[config.mk]
export PLATFORM = sky130hd
export DESIGN_NAME = hilo_muldiv
export DESIGN_NICKNAME = d
export VERILOG_FILES = /design/src/rtl/hilo_muldiv.sv
export SDC_FILE = /design/constraint.sdc
export NUM_CORES = 1
export LEC_CHECK = 0
export CORE_MARGIN = 5
export CORE_UTILIZATION = 52
export DETAILED_ROUTE_END_ITERATION = 10
export PLACE_DENSITY = 0.76
export RECOVER_POWER = 50
export SETUP_SLACK_MARGIN = 0.3
export SYNTH_ARGS = -nofsm -noshare
export SYNTH_HDL_FRONTEND = slang
export SYNTH_SLANG_ARGS = --single-unit
[constraint.sdc]
create_clock -name CLK -period 14.6 [get_ports CLK]
set_input_delay 2.92 -clock CLK [delete_from_list [all_inputs] [get_ports CLK]]
set_output_delay 2.92 -clock CLK [all_outputs]
set_load 0.01 [all_outputs]
[src/rtl/hilo_muldiv.sv]
// Iterative one-bit-per-cycle multiply/divide unit owning the HI/LO result registers.
// Signed operands are reduced to magnitudes at issue and the result signs are restored in FIX.
module hilo_muldiv #(
   parameter int WIDTH = 32
) (
   input  logic             CLK,
   input  logic             RST,
   input  logic             start,
   input  logic [1:0]       op,
   input  logic [WIDTH-1:0] opA,
   input  logic [WIDTH-1:0] opB,
   input  logic             cancel,
   input  logic             mthi,
   input  logic             mtlo,
   input  logic [WIDTH-1:0] datain,
   output logic [WIDTH-1:0] hi,
   output logic [WIDTH-1:0] lo,
   output logic             busy,
   output logic             done
);

   localparam int CW = $clog2(WIDTH);

   typedef enum logic [1:0] {
      IDLE = 2'd0,
      CALC = 2'd1,
      FIX  = 2'd2
   } state_t;

   state_t state;
   state_t next_state;

   logic [CW-1:0]    count;
   logic             is_div;
   logic             quo_neg;
   logic             rem_neg;
   logic [WIDTH-1:0] operand;
   logic [WIDTH-1:0] acc_hi;
   logic [WIDTH-1:0] acc_lo;

   logic             issue;
   logic             last_iter;
   logic             sign_a;
   logic             sign_b;
   logic [WIDTH-1:0] abs_a;
   logic [WIDTH-1:0] abs_b;
   logic [WIDTH:0]   mul_sum;
   logic [WIDTH:0]   div_shift;
   logic [WIDTH:0]   div_diff;
   logic             div_ok;
   logic [2*WIDTH-1:0] product;
   logic [WIDTH-1:0] fix_hi;
   logic [WIDTH-1:0] fix_lo;

   assign issue     = (state == IDLE) && start && !cancel;
   assign last_iter = (count == CW'(WIDTH - 1));

   // op[0]=0 selects the signed variants; magnitudes are what the iteration loop sees
   assign sign_a = ~op[0] & opA[WIDTH-1];
   assign sign_b = ~op[0] & opB[WIDTH-1];
   assign abs_a  = sign_a ? -opA : opA;
   assign abs_b  = sign_b ? -opB : opB;

   assign mul_sum   = {1'b0, acc_hi} + (acc_lo[0] ? {1'b0, operand} : {(WIDTH+1){1'b0}});
   assign div_shift = {acc_hi, acc_lo[WIDTH-1]};
   assign div_diff  = div_shift - {1'b0, operand};
   assign div_ok    = ~div_diff[WIDTH];

   // A zero divisor leaves quo_neg clear, so the all-ones quotient is never negated
   always_comb begin
      product = {acc_hi, acc_lo};
      if (quo_neg) begin
         product = -product;
      end
      fix_hi = product[2*WIDTH-1:WIDTH];
      fix_lo = product[WIDTH-1:0];
      if (is_div) begin
         fix_lo = quo_neg ? -acc_lo : acc_lo;
         fix_hi = rem_neg ? -acc_hi : acc_hi;
      end
   end

   always_ff @(posedge CLK or posedge RST) begin
      if (RST) begin
         state <= IDLE;
      end else begin
         state <= next_state;
      end
   end

   always_comb begin
      next_state = state;
      unique case (state)
         IDLE: begin
            if (issue) begin
               next_state = CALC;
            end
         end
         CALC: begin
            if (cancel) begin
               next_state = IDLE;
            end else if (last_iter) begin
               next_state = FIX;
            end
         end
         FIX: begin
            next_state = IDLE;
         end
         default: begin
            next_state = IDLE;
         end
      endcase
   end

   always_comb begin
      busy = (state == CALC) || (state == FIX);
   end

   // MUL keeps {upper partial product, remaining multiplier} in acc_hi:acc_lo;
   // DIV keeps {partial remainder, dividend shifting into quotient} in the same pair
   always_ff @(posedge CLK or posedge RST) begin
      if (RST) begin
         count   <= '0;
         is_div  <= 1'b0;
         quo_neg <= 1'b0;
         rem_neg <= 1'b0;
         operand <= '0;
         acc_hi  <= '0;
         acc_lo  <= '0;
         hi      <= '0;
         lo      <= '0;
      end else begin
         unique case (state)
            IDLE: begin
               if (issue) begin
                  count   <= '0;
                  is_div  <= op[1];
                  acc_hi  <= '0;
                  if (op[1]) begin
                     quo_neg <= (sign_a ^ sign_b) && (opB != '0);
                     rem_neg <= sign_a;
                     acc_lo  <= abs_a;
                     operand <= abs_b;
                  end else begin
                     quo_neg <= sign_a ^ sign_b;
                     rem_neg <= 1'b0;
                     acc_lo  <= abs_b;
                     operand <= abs_a;
                  end
               end else if (!start) begin
                  if (mthi) begin
                     hi <= datain;
                  end
                  if (mtlo) begin
                     lo <= datain;
                  end
               end
            end
            CALC: begin
               if (!cancel) begin
                  count <= count + 1'b1;
                  if (is_div) begin
                     acc_hi <= div_ok ? div_diff[WIDTH-1:0] : div_shift[WIDTH-1:0];
                     acc_lo <= {acc_lo[WIDTH-2:0], div_ok};
                  end else begin
                     acc_hi <= mul_sum[WIDTH:1];
                     acc_lo <= {mul_sum[0], acc_lo[WIDTH-1:1]};
                  end
               end
            end
            FIX: begin
               if (!cancel) begin
                  hi <= fix_hi;
                  lo <= fix_lo;
               end
            end
            default: begin
               count <= '0;
            end
         endcase
      end
   end

   always_ff @(posedge CLK or posedge RST) begin
      if (RST) begin
         done <= 1'b0;
      end else begin
         done <= (state == FIX) && !cancel;
      end
   end

endmodule
==> results.md <==
- Largest net degree at the start of global routing: approximately 110
- Outcome: finished, violations left
- Reg power frac: 0.254
- Synth-to-layout area growth: 16.0%
- DP Wirelength: between 30 and 40 mm
- Period utilization: 0.544
- CTS Sinks: approximately 170
- Tmin final: approximately 8 ns
- R2R setup slack: ~9.6 ns
- Comb pwr share: 0.630
- Detailed Routing Iterations Pass 1: 6
- Root buffer cell: clkbuf_16
- Hold-fix buffers, CTS: 0
- Layout cells sized above 1: 0.0547
- CTS tree: built
- Failing checks: capacitance limit, slew limit
- Dpl cells: about 2300
- Slew Limit Fails: between 200 and 300
- IR drop worst, VDD: roughly 140 uV
- Routed via count: around 15000
- Initial Util: 0.523
- Synth Flop Type: dfrtp_1
- Mapped Area: between 10000 and 15000 um2
- Count leader, synth: o21ai_0
- Crit path launch: op[1]
- Skew final: 0.0206 ns
- Setup WS pre-CTS: between 8 and 9 ns
- Post-synthesis register bit count: around 170
- Final setup viols: 0
- RSZ-0062 raised after global routing: false
- ANT cells: 0
- Clock power share: 0.116
- Vias per inst: between 6 and 7
- Antenna violations before repair: 0
- CP Class: in -> reg
- Main combinational cell family by area after synthesis: compound AO/OA/AOI/OAI gates
- Vias in the first global route: roughly 14000
- WL/cell: between 20 and 25 um
- Final TNS setup: 0 ns
- Reg2Reg Depth: 13
- Min-delay worst type: reg -> reg
- Final net count: 2158
- Relative slew slack: -1.57
- Synth Net Count: between 2000 and 2500
- LEAKAGE: about 0.0075 uW
- Core area: between 20000 and 30000 um2
- Post-synthesis async set-or-reset flop share: 1.00
- Iteration-0 DRC Markers: ~1600
- Number of buffers created by CTS: 17
- H-tree depth: 4
- Row Count: slightly above 60
- NetSw: about 2000 uW
- P per Cell Area: 228 nW/um2
- Hold Fails Final Rpt: 0
- Overall Power: approximately 3900 uW
- Post-CTS setup buffer count: 0
- First-pass GRT wire length: around 77 mm
- Total gr overflow: 0
- Sequential share of the synthesized area: 0.287
- Arrival time at the worst endpoint: around 8.3 ns
- Critical Path Start Type: input port
- Leading area contributor after synthesis: dfrtp_1
- Gr usage total: 0.303
- Die X-Extent: roughly 180 um
- Setup crit end: operand[11]$_DFFE_PP0P_
- List of most frequent post-synthesis cells: o21ai_0, nand2_1, a21oi_1
- Reg2Reg Launch Point: acc_lo[0]$_DFFE_PP0P_
- Worst slew pin tran: around 3.8 ns
- Max clock buf depth: 2
- Clk_lat worst skew: approximately 0.45 ns
- Synth Area in Compound Gates: 0.262
- Post-Synth Simple-Gate Area: 0.180
- Switching fraction of total power: 0.508
- Syn Area/Cell: a little under 8 um2
- Port buffer count: roughly 170
- Clock slew at reported path FFs: about 0.080 ns
- Routed Antenna Nets: 0
- CP Max Fanout: 106
- Crit Reg-Reg Endpoint: acc_hi[30]$_DFFE_PP0P_
- Post-synthesis mux area share: 0.0583
- Crit end category: flip-flop
- Syn. warnings: 0
- Top-Level Pins: 170
- Synth Area in XOR/XNOR: 0.101
- Internal: ~1900 uW
- Post-Synth Adder-Cell Area: 0.0640
- Synthesized instance count: about 1900
- Die footprint: about 32000 um2
- Synth top area share: 0.287
- Residual DRC count: 0
- Final wirelength: a little under 50 mm
- Die Ht: ~180 um
- Cts repair resizes: 0
- Final cell count without fillers: approximately 2400
- # Max-Cap Violations: 4
- GPL Wtd Cong: 0.944
- Max Freq: 0.126 GHz
- Post-synth EDFFs: 0
- Synth unique cells: roughly 80
- PnR worst setup slack: around 6.7 ns
- Synth area leaders: dfrtp_1, o21ai_0, ha_1, a21oi_1, nand2_1
- Required time of the critical path: between 10 and 15 ns
through the flow:
stage	utilization	area, um2	hold WS, ns
final	0.607	17300	0.472
after global routing	0.607	17300	0.488
after CTS	0.608	17300	0.481
after detailed placement	0.588	16700	0.467
after global placement	0.588	16700	0.459
after floorplan	-	14900	0.449
sequential cells by signal, indices dropped and copies added (netlist names):
register / flops
is_div: 1
done: 1
lo: 32
hi: 32
acc_lo: 32
acc_hi: 32
operand: 32
rem_neg: 1
count: 5
state: 2
quo_neg: 1
how the worst min path moves through the flow:
stage / start / to / slack, ns / cells after the start
after floorplan: operand[4]$_DFFE_PP0P_ / operand[4]$_DFFE_PP0P_ / 0.45 / 2
after global placement: lo[8]$_DFFE_PP0P_ / lo[8]$_DFFE_PP0P_ / 0.46 / 1
after detailed placement: lo[28]$_DFFE_PP0P_ / lo[28]$_DFFE_PP0P_ / 0.47 / 1
after CTS: lo[28]$_DFFE_PP0P_ / lo[28]$_DFFE_PP0P_ / 0.48 / 1
after global routing: lo[28]$_DFFE_PP0P_ / lo[28]$_DFFE_PP0P_ / 0.49 / 1
final: hi[13]$_DFFE_PP0P_ / hi[13]$_DFFE_PP0P_ / 0.47 / 2
power groups by stage:
stage	Combinational (uW)	Sequential, uW	Clock, uW
2_1_floorplan	1790	899	0
3_5_place_dp	2470	1000	0
5_1_grt	2720	1020	481
4_1_cts	2480	990	458
6_report	2480	1000	458
3_3_place_gp	2420	989	0
placed cells by master (no fill, tap or decap), types with 6 or more instances in the layout:
cell / instances
o21bai_1: 9
inv_6: 7
nand2_1: 204
xnor2_1: 83
inv_1: 67
dfrtp_1: 170
o221ai_1: 7
o41ai_1: 11
a21oi_1: 172
nor3_1: 26
a31oi_1: 10
xor2_1: 88
mux2_2: 29
buf_4: 8
clkbuf_16: 17
or4_1: 6
nand3_1: 21
dlygate4sd3_1: 63
mux2i_1: 53
nor3b_1: 7
nand2b_1: 21
nand4_1: 9
and3_1: 14
nor2b_1: 16
o31ai_1: 21
nor2_1: 165
nor4_1: 17
o211ai_1: 14
ha_1: 71
o21a_1: 9
a21o_1: 46
or3_1: 13
and2_1: 8
o21ai_1: 10
clkdlybuf4s50_1: 105
a211oi_1: 50
o21ai_0: 232
a22oi_1: 18
logic make-up after synthesis:
kind of cell	count (synthesis)
adders and majority gates	75
AOI/OAI and AO/OA	646
and+or+nand+nor	566
DFF	171
buffers and inverters	180
xor gates and xnor gates	171
muxes	83
layout make-up:
type                    instances  area, um2
clock buffers                  18        429
well taps                     384        480
inverters                      68        256
multi-input cells            1541       9940
repair buffers                180       1760
fillers                      2553      11200
clock inverters                14        141
flip-flops and latches        171       4280
critical path, stage by stage:
cell and delay, ns:
buf_2 0.08, clkbuf_1 2.70, inv_1 1.45, a211oi_1 0.99, a21o_1 0.14
metal layers:
layer	vias to the layer above	share of wire	track usage
li1	6946	-	-
met1	6945	0.45	0.433
met2	610	0.45	0.485
met3	71	0.076	0.0468
met4	0	0.022	0.0730
met5	-	0	0
Note: power is estimated with default switching activity, not from simulation.
